## src/rtl/ring_decoder.sv

```systemverilog
// ring_decoder -- tracks a one-hot ring counter and reports its position,
// the direction of each step, completed laps and protocol faults.
//
// Optional feature macro: RING_DEC_SYNC_EN
//   defined   : cnt_in passes through a 2-flop synchronizer before s_q
//               (cnt_in to output latency is 4 mclk)
//   undefined : cnt_in feeds s_q directly (latency is 2 mclk)
//
// state | meaning
// IDLE  | no reference pattern yet, waiting for the first one-hot sample
// TRACK | locked to prev, accepting single adjacent steps
// FAULT | protocol fault seen, err sticky, cnt_in ignored until clr_err

module ring_decoder (
    input  logic       mclk,
    input  logic       rst,
    input  logic [7:0] cnt_in,
    input  logic       clr_err,
    output logic [2:0] pos,
    output logic       valid,
    output logic       dir,
    output logic       step,
    output logic [7:0] lap_cnt,
    output logic       err
);

    typedef enum logic [1:0] {
        IDLE  = 2'd0,
        TRACK = 2'd1,
        FAULT = 2'd2
    } state_t;

    state_t     state_q;
    state_t     state_d;

    logic [7:0] s_in;
    logic [7:0] s_q;
    logic [7:0] prev_q;
    logic [7:0] prev_d;

    logic [2:0] pos_d;
    logic       dir_d;
    logic       step_d;
    logic       valid_d;
    logic       err_d;
    logic [7:0] lap_d;

    logic [2:0] s_idx;
    logic [2:0] prev_idx;
    logic [2:0] prev_up;
    logic [2:0] prev_dn;
    logic       s_zero;
    logic       s_onehot;
    logic       is_same;
    logic       is_up;
    logic       is_down;
    logic       lap_max;

    // Binary index of the highest set bit; only meaningful for one-hot input.
    function automatic logic [2:0] enc8(input logic [7:0] v);
        logic [2:0] idx;
        idx = 3'd0;
        for (int i = 0; i < 8; i++) begin
            if (v[i]) begin
                idx = i[2:0];
            end
        end
        return idx;
    endfunction

    // Exactly one bit set.
    function automatic logic onehot8(input logic [7:0] v);
        return (v != 8'd0) && ((v & (v - 8'd1)) == 8'd0);
    endfunction

`ifdef RING_DEC_SYNC_EN
    logic [7:0] sync1_q;
    logic [7:0] sync2_q;

    // Two-flop synchronizer for an asynchronous ring counter source.
    always_ff @(posedge mclk) begin
        if (rst) begin
            sync1_q <= 8'd0;
            sync2_q <= 8'd0;
        end else begin
            sync1_q <= cnt_in;
            sync2_q <= sync1_q;
        end
    end

    assign s_in = sync2_q;
`else
    assign s_in = cnt_in;
`endif

    // Sample register: all decoding works from s_q, never from cnt_in.
    always_ff @(posedge mclk) begin
        if (rst) begin
            s_q <= 8'd0;
        end else begin
            s_q <= s_in;
        end
    end

    assign s_idx    = enc8(s_q);
    assign prev_idx = enc8(prev_q);
    assign prev_up  = prev_idx + 3'd1;
    assign prev_dn  = prev_idx - 3'd1;
    assign s_zero   = (s_q == 8'd0);
    assign s_onehot = onehot8(s_q);
    assign is_same  = (s_q == prev_q);
    assign is_up    = s_onehot && (s_idx == prev_up);
    assign is_down  = s_onehot && (s_idx == prev_dn);
    assign lap_max  = (lap_cnt == 8'hFF);

    // Next-state and next-output decode; outputs are registered below.
    always_comb begin
        state_d = state_q;
        prev_d  = prev_q;
        pos_d   = pos;
        dir_d   = dir;
        step_d  = 1'b0;
        valid_d = valid;
        err_d   = err;
        lap_d   = lap_cnt;

        if (clr_err) begin
            // Clear wins over whatever s_q holds this cycle; that sample is dropped.
            state_d = IDLE;
            valid_d = 1'b0;
            err_d   = 1'b0;
            lap_d   = 8'd0;
        end else begin
            case (state_q)
                IDLE: begin
                    valid_d = 1'b0;
                    if (s_onehot) begin
                        state_d = TRACK;
                        prev_d  = s_q;
                        pos_d   = s_idx;
                        valid_d = 1'b1;
                    end else if (!s_zero) begin
                        state_d = FAULT;
                        err_d   = 1'b1;
                    end
                end

                TRACK: begin
                    valid_d = 1'b1;
                    if (is_same) begin
                        state_d = TRACK;
                    end else if (is_up) begin
                        prev_d = s_q;
                        pos_d  = s_idx;
                        dir_d  = 1'b0;
                        step_d = 1'b1;
                        if ((prev_idx == 3'd7) && !lap_max) begin
                            lap_d = lap_cnt + 8'd1;
                        end
                    end else if (is_down) begin
                        prev_d = s_q;
                        pos_d  = s_idx;
                        dir_d  = 1'b1;
                        step_d = 1'b1;
                        if ((prev_idx == 3'd0) && !lap_max) begin
                            lap_d = lap_cnt + 8'd1;
                        end
                    end else begin
                        // Zero, multi-hot or a skipped position.
                        state_d = FAULT;
                        valid_d = 1'b0;
                        err_d   = 1'b1;
                    end
                end

                FAULT: begin
                    valid_d = 1'b0;
                    err_d   = 1'b1;
                end

                default: begin
                    state_d = IDLE;
                    valid_d = 1'b0;
                end
            endcase
        end
    end

    // State, reference pattern and registered outputs.
    always_ff @(posedge mclk) begin
        if (rst) begin
            state_q <= IDLE;
            prev_q  <= 8'd0;
            pos     <= 3'd0;
            dir     <= 1'b0;
            step    <= 1'b0;
            valid   <= 1'b0;
            lap_cnt <= 8'd0;
            err     <= 1'b0;
        end else begin
            state_q <= state_d;
            prev_q  <= prev_d;
            pos     <= pos_d;
            dir     <= dir_d;
            step    <= step_d;
            valid   <= valid_d;
            lap_cnt <= lap_d;
            err     <= err_d;
        end
    end

endmodule

```

## config.mk

```make
export PLATFORM = sky130hd
export DESIGN_NAME = ring_decoder
export DESIGN_NICKNAME = d
export VERILOG_FILES = /design/src/rtl/ring_decoder.sv
export SDC_FILE = /design/constraint.sdc
export NUM_CORES = 1
export LEC_CHECK = 0
export ABC_AREA = 1
export CORE_AREA = 5 5 69 71
export DETAILED_ROUTE_END_ITERATION = 12
export DIE_AREA = 0 0 74 76
export GPL_ROUTABILITY_DRIVEN = 0
export HOLD_SLACK_MARGIN = 0.06
export PLACE_DENSITY_LB_ADDON = 0.05
export REMOVE_ABC_BUFFERS = 1
export SYNTH_ARGS = -nofsm -noshare
export SYNTH_HDL_FRONTEND = slang
export SYNTH_SLANG_ARGS = --single-unit
```

## constraint.sdc

```tcl
create_clock -name mclk -period 2.4 [get_ports mclk]
set_input_delay 0.48 -clock mclk [delete_from_list [all_inputs] [get_ports mclk]]
set_output_delay 0.48 -clock mclk [all_outputs]
set_load 0.02 [all_outputs]
```

# Word level (Yosys, flattened, before mapping)
# Index checks and enable logic that the tools add are counted.
[totals]
reg_bits = 33
out_inout_bits = 15
word_cells = 105
[classes]
add_sub_neg = 4
n_eq_ne = 18
muxes = 47
bitwise = 5
n_reduce_logical = 22
[op_table]
columns = ["op", "count"]
rows = [
  ["two-way mux 8 bit", 8],
  ["two-way mux 3 bit", 16],
  ["zero test 8 bit", 2],
  ["one-hot mux 8 bit (2 select lines)", 1],
  ["two-way mux 1 bit", 13],
  ["!= test 2 bit (second input constant)", 6],
  ["!= test 3 bit (second input constant)", 4],
  ["two-way mux 2 bit", 5],
  ["AND reduction 5 bit", 2],
  ["adder 8 x 1 -> 8 bit (second input constant)", 1],
  ["AND 8 bit", 1],
  ["== test 8 bit", 1],
  ["== test 8 bit (second input constant)", 1],
  ["AND reduction 4 bit", 2],
  ["nonzero test 8 bit", 1],
  ["subtractor 8 x 1 -> 8 bit (second input constant)", 1],
  ["== test 3 bit", 2],
  ["one-hot mux 2 bit (3 select lines)", 1],
  ["one-hot mux 3 bit (2 select lines)", 1],
  ["AND reduction 6 bit", 1],
  ["nonzero test 2 bit", 3],
  ["logical AND 1 bit", 5],
  ["inverter 1 bit", 4],
  ["OR reduction 4 bit", 1],
  ["other kinds (13)", 13],
]

# Longest topological paths before layout
# Gate-level depths: netlist of run 1.
[depth]
word_depth = 14
ltp_mapped = 20
ltp_nobuf = 19

# Worst setup path before layout of run 1
# OpenSTA, ideal clock, no wires.
[synth_path]
path_kind = "register to register"
startpoint = "register prev_q[4]"
endpoint = "register lap_cnt[3]"
setup_time_ns = 0.115
arrival_time_ns = 2.255
required_time_ns = 2.285
path_slack_ns = 0.030
stages_incl_launch_ff = 17
synth_period_minus_slack_ns = 2.370
path_cell_list = "dfxtp_1 > nor2_1 > o21a_1 > nor3_1 > inv_1 > ha_1 > ha_1 > xnor2_1 > nand3_2 > nor2_4 > nand2_2 > nand2_2 > nand2_2 > nor2_4 > nand3_1 > nand2_1 > nor2_1"
[synth_via]
elab_chain_cells = 9
word_cells_on_any_way = 21
[synth_rtl]
columns = ["item", "line_no", "rtl"]
rows = [
  ["start, declared", "38", "logic [7:0] prev_q;"],
  ["start signal, assigned", "202", "prev_q <= prev_d;"],
  ["two-way mux 3 bit (4 in series)", "64", "if (v[i]) begin"],
  ["adder 3 x 1 -> 3 bit / subtractor 3 x 1 -> 3 bit (equally long branches)", "107, 108", ""],
  ["== test 3 bit, on equally long branches", "112, 113", ""],
  ["logical AND 1 bit, on equally long branches", "112, 113", ""],
  ["!= test 2 x 1 -> 1 bit (no line) / nonzero test 2 bit (equally long branches)", "n/a", ""],
  ["AND reduction 5 bit (no line)", "n/a", ""],
  ["end signal, assigned", "207", "lap_cnt <= lap_d;"],
  ["end, declared", "23", "output logic [7:0] lap_cnt,"],
]
# Parallel ways exist; a longest one is shown, timed or not.
# A chain may end at the register's enable or synchronous reset.

# Final worst setup path of run 1
[layout_path]
startpoint = "register prev_q[2]"
endpoint = "register lap_cnt[0]"
[layout_via]
elab_chain_cells = 11
word_cells_on_any_way = 23
[layout_rtl]
columns = ["item", "line_no"]
rows = [
  ["two-way mux 3 bit (6 in series)", "64"],
  ["adder 3 x 1 -> 3 bit / subtractor 3 x 1 -> 3 bit (equally long branches)", "107, 108"],
  ["== test 3 bit, on equally long branches", "112, 113"],
  ["logical AND 1 bit, on equally long branches", "112, 113"],
  ["!= test 2 x 1 -> 1 bit (no line) / nonzero test 2 bit (equally long branches)", "n/a"],
  ["AND reduction 5 bit (no line)", "n/a"],
]
# Parallel ways exist; a longest one is shown, timed or not.

==> reports/qor.csv, run 1 <==
stage,metric,value,unit
synthesis,syn_area,0.001908,mm^2
layout,layout_common_cells,"nor2_1 (60), nand2_1 (55), inv_1 (35), dfxtp_1 (30), clkdlybuf4s50_1 (25)",
critical_path,worst-r2r-setup-slack,0.06,ns
run_status,run_status,finished clean,
critical_path,crit_path_end_kind,register,
grt,grt_start_max_net_pins,13,
critical_path,r2r_start,prev_q[2]$_SDFFE_PP0P_,
layout,utilization,61.75,%
critical_path,start_kind,register,
layout,antenna_cells,0,
timing,fin_skew,0.008609,ns
synthesis,syn-instance-count,285,
clock_network,clk_pin_slew,0.07,ns
grt,antenna_found_initial,0,
timing,finalCritPeriodShare,97.34,%
clock_network,clock_sinks,33,
die,initial_utilization,45.71,%
critical_path,crit_arrival,2.51,ns
timing,achievable-frequency,428.1,MHz
drt,drc,0,
critical_path,crit_path_start,prev_q[2]$_SDFFE_PP0P_,
layout,stdcell_area,0.002577,mm^2
drt,via_count,1856,
grt,grt_pass1_wl,7472,um
critical_path,path_max_fanout,5,
worst_hold_path,worst_hold_startpoint,err$_SDFFE_PP0P_,
die,dieHeight,76,um
synthesis,yosysUniqueCellTypes,27,
timing,worst_pin_slew,0.4760,ns
power,p_per_area,652.9,mW/mm^2
clock_network,cts_buffers,5,
die,io_pins,26,
drt,postRouteAntennaNets,0,
drt,dr.pass1.iters,4,
clock_network,clk_latency,0.28,ns
drt,wirelength,4430,um
layout,final_common_cell,nor2_1,
synthesis,ys_ff_latch,33,
timing,rsz0062_at_grt,yes,
synthesis,synth-seq-area-share,34.62,%
power,power.leakage,1.113,nW
grt,grt_overflow,0,
placed_design,placed_area,0.002306,mm^2
die,row_count,24,
drt,drtIter0Drc,75,
clock_network,cts_tree,yes,
placed_design,portBuffers,25,
layout,drive_above_1_share,21.96,%
worst_hold_path,min_path_type,register to register,
placed_design,hpwl,3242,um
timing,slew_headroom,67.97,%
timing,final_max_slew_viol_count,0,
clock_network,htreeDepth,2,
layout,fillers,410,
die,die_x,74,um
clock_network,clockBufferDepth,2,
layout,layout.nets,352,
synthesis,avgSynthCellArea,6.695,um^2
run,max-cap-violations,0,
drt,routed_via_density,4.771,
critical_path,required,2.57,ns
layout,syn_to_final_growth,35.08,%
critical_path,critPathKind,register to register,
grt,first_global_vias,1709,
timing,setup_viol,0,
grt,grtUsageTotal,16.34,%
die,core_area,0.004174,mm^2
drt,post_drt_wl_per_cell,11.39,um
clock_network,clockRootBuffer,clkbuf_8,
die,die_area,0.005624,mm^2
timing,final_hold_viol_count,0,
clock_network,cts_hold_buf,0,
synthesis,yosysWarningCount,0,
timing,period_minus_slack,2.336,ns
power,vdd_drop_max,0.0003529,V
per-stage QoR:
stage / setup slack (ns) / power, W / instances / hold slack, ns / TNS, ns
after floorplan: 0.03162 / 0.0009850 / 281 / 0.4768 / 0
after CTS: 0.02549 / 0.001615 / 386 / 0.4871 / 0
after detailed placement: -0.02085 / 0.001143 / 373 / 0.4709 / -0.09615
after global placement: 0.009723 / 0.001138 / 373 / 0.4573 / 0
final: 0.06391 / 0.001683 / 389 / 0.4788 / 0
after global routing: -0.07616 / 0.001794 / 389 / 0.5248 / -0.3908
routing by layer:
layer	GRT usage (%)	part of all wire (%)
met1	23.33	51
met2	25.27	44
met3	2.902	4.2
met4	3.804	0.54
met5	0	0
synth_stat cells (all sizes together):
cell type	count	area, um^2
nor2	69	309.0
nor3	5	25.02
nand4	7	43.79
o21a	1	7.510
xor2	2	36.29
a21oi	7	35.03
or3	1	6.260
nand3	18	95.09
clkbuf	2	7.510
nand2	70	295.3
buf	2	22.52
ha	5	62.56
xnor2	6	52.55
nor4	1	6.260
nand3b	3	22.52
inv	39	146.4
o21ai	14	73.82
dfxtp	33	660.6
logic make-up (layout without fill, tap and decap cells):
| kind of cell | after synthesis | count (layout) | share of synthesized area [%] |
|---|---|---|---|
| buffers and inverters | 43 | 94 | 9.246 |
| AOI/OAI and AO/OA | 22 | 22 | 6.098 |
| and+or+nand+nor | 174 | 175 | 42.10 |
| xor gates and xnor gates | 8 | 8 | 4.656 |
| DFF | 33 | 33 | 34.62 |
| adders and majority gates | 5 | 5 | 3.279 |
final timing paths:
check | end | cells after the start
worst max-delay path | lap_cnt[0]$_SDFFE_PP0P_ | 19
worst max register to register | lap_cnt[0]$_SDFFE_PP0P_ | 19
worst min-delay path | err$_SDFFE_PP0P_ | 2
worst min register to register | err$_SDFFE_PP0P_ | 2
sequential cells by signal, summed over array words and instances, names as in the netlist:
signal	flops
s_q	8
prev_q	8
valid	1
dir	1
step	1
lap_cnt	8
err	1
pos	3
state_q	2
worst max-delay path, cell delays in order, from the launching register on:
cell and delay, ns:
dfxtp_2 0.35, inv_2 0.04, nand2_1 0.05, nand2_1 0.05, nand2_1 0.07, nand2_2 0.06, nand2_2 0.08, nand2_4 0.06
ha_4 0.17, ha_4 0.27, xnor2_2 0.11, nand3_2 0.10, nor2_4 0.14, nand2_2 0.11, nand2_4 0.09, nand2_4 0.07
nor2_4 0.20, nand3_2 0.09, nand2_1 0.08, nor2_1 0.03
power by group:
group	leakage [nW]	switching, W	internal [W]
Combinational	0.802	0.000354	0.000315
Sequential	0.271	0.0000353	0.000582
Clock	0.0395	0.000190	0.000206
final cells by class:
cell class                 instances  area (um^2)  share of cell area, %
clock buffer                       8        80.08                  3.107
inverter                          39        148.9                  5.777
multi-input combinational        210         1200                  46.55
sequential                        33        664.4                  25.78
tap                               52        65.06                  2.524
timing repair buffer              47        419.2                  16.26
timing repair:
item,4_1_cts,5_1_grt
pin swaps,10,15
endpoints found under the setup margin,12,21
endpoints found under the hold margin,0,0
gates cloned,1,0
resized for setup,11,20
buffers inserted,4,3
Note: power is estimated with default switching activity, not from simulation.
==> inputs of run 2 (changes only) <==
CAP_MARGIN = 20   (was default)
==> results of run 2 <==
Same layout as run 1: the final DEF is identical, and so are final timing and power.
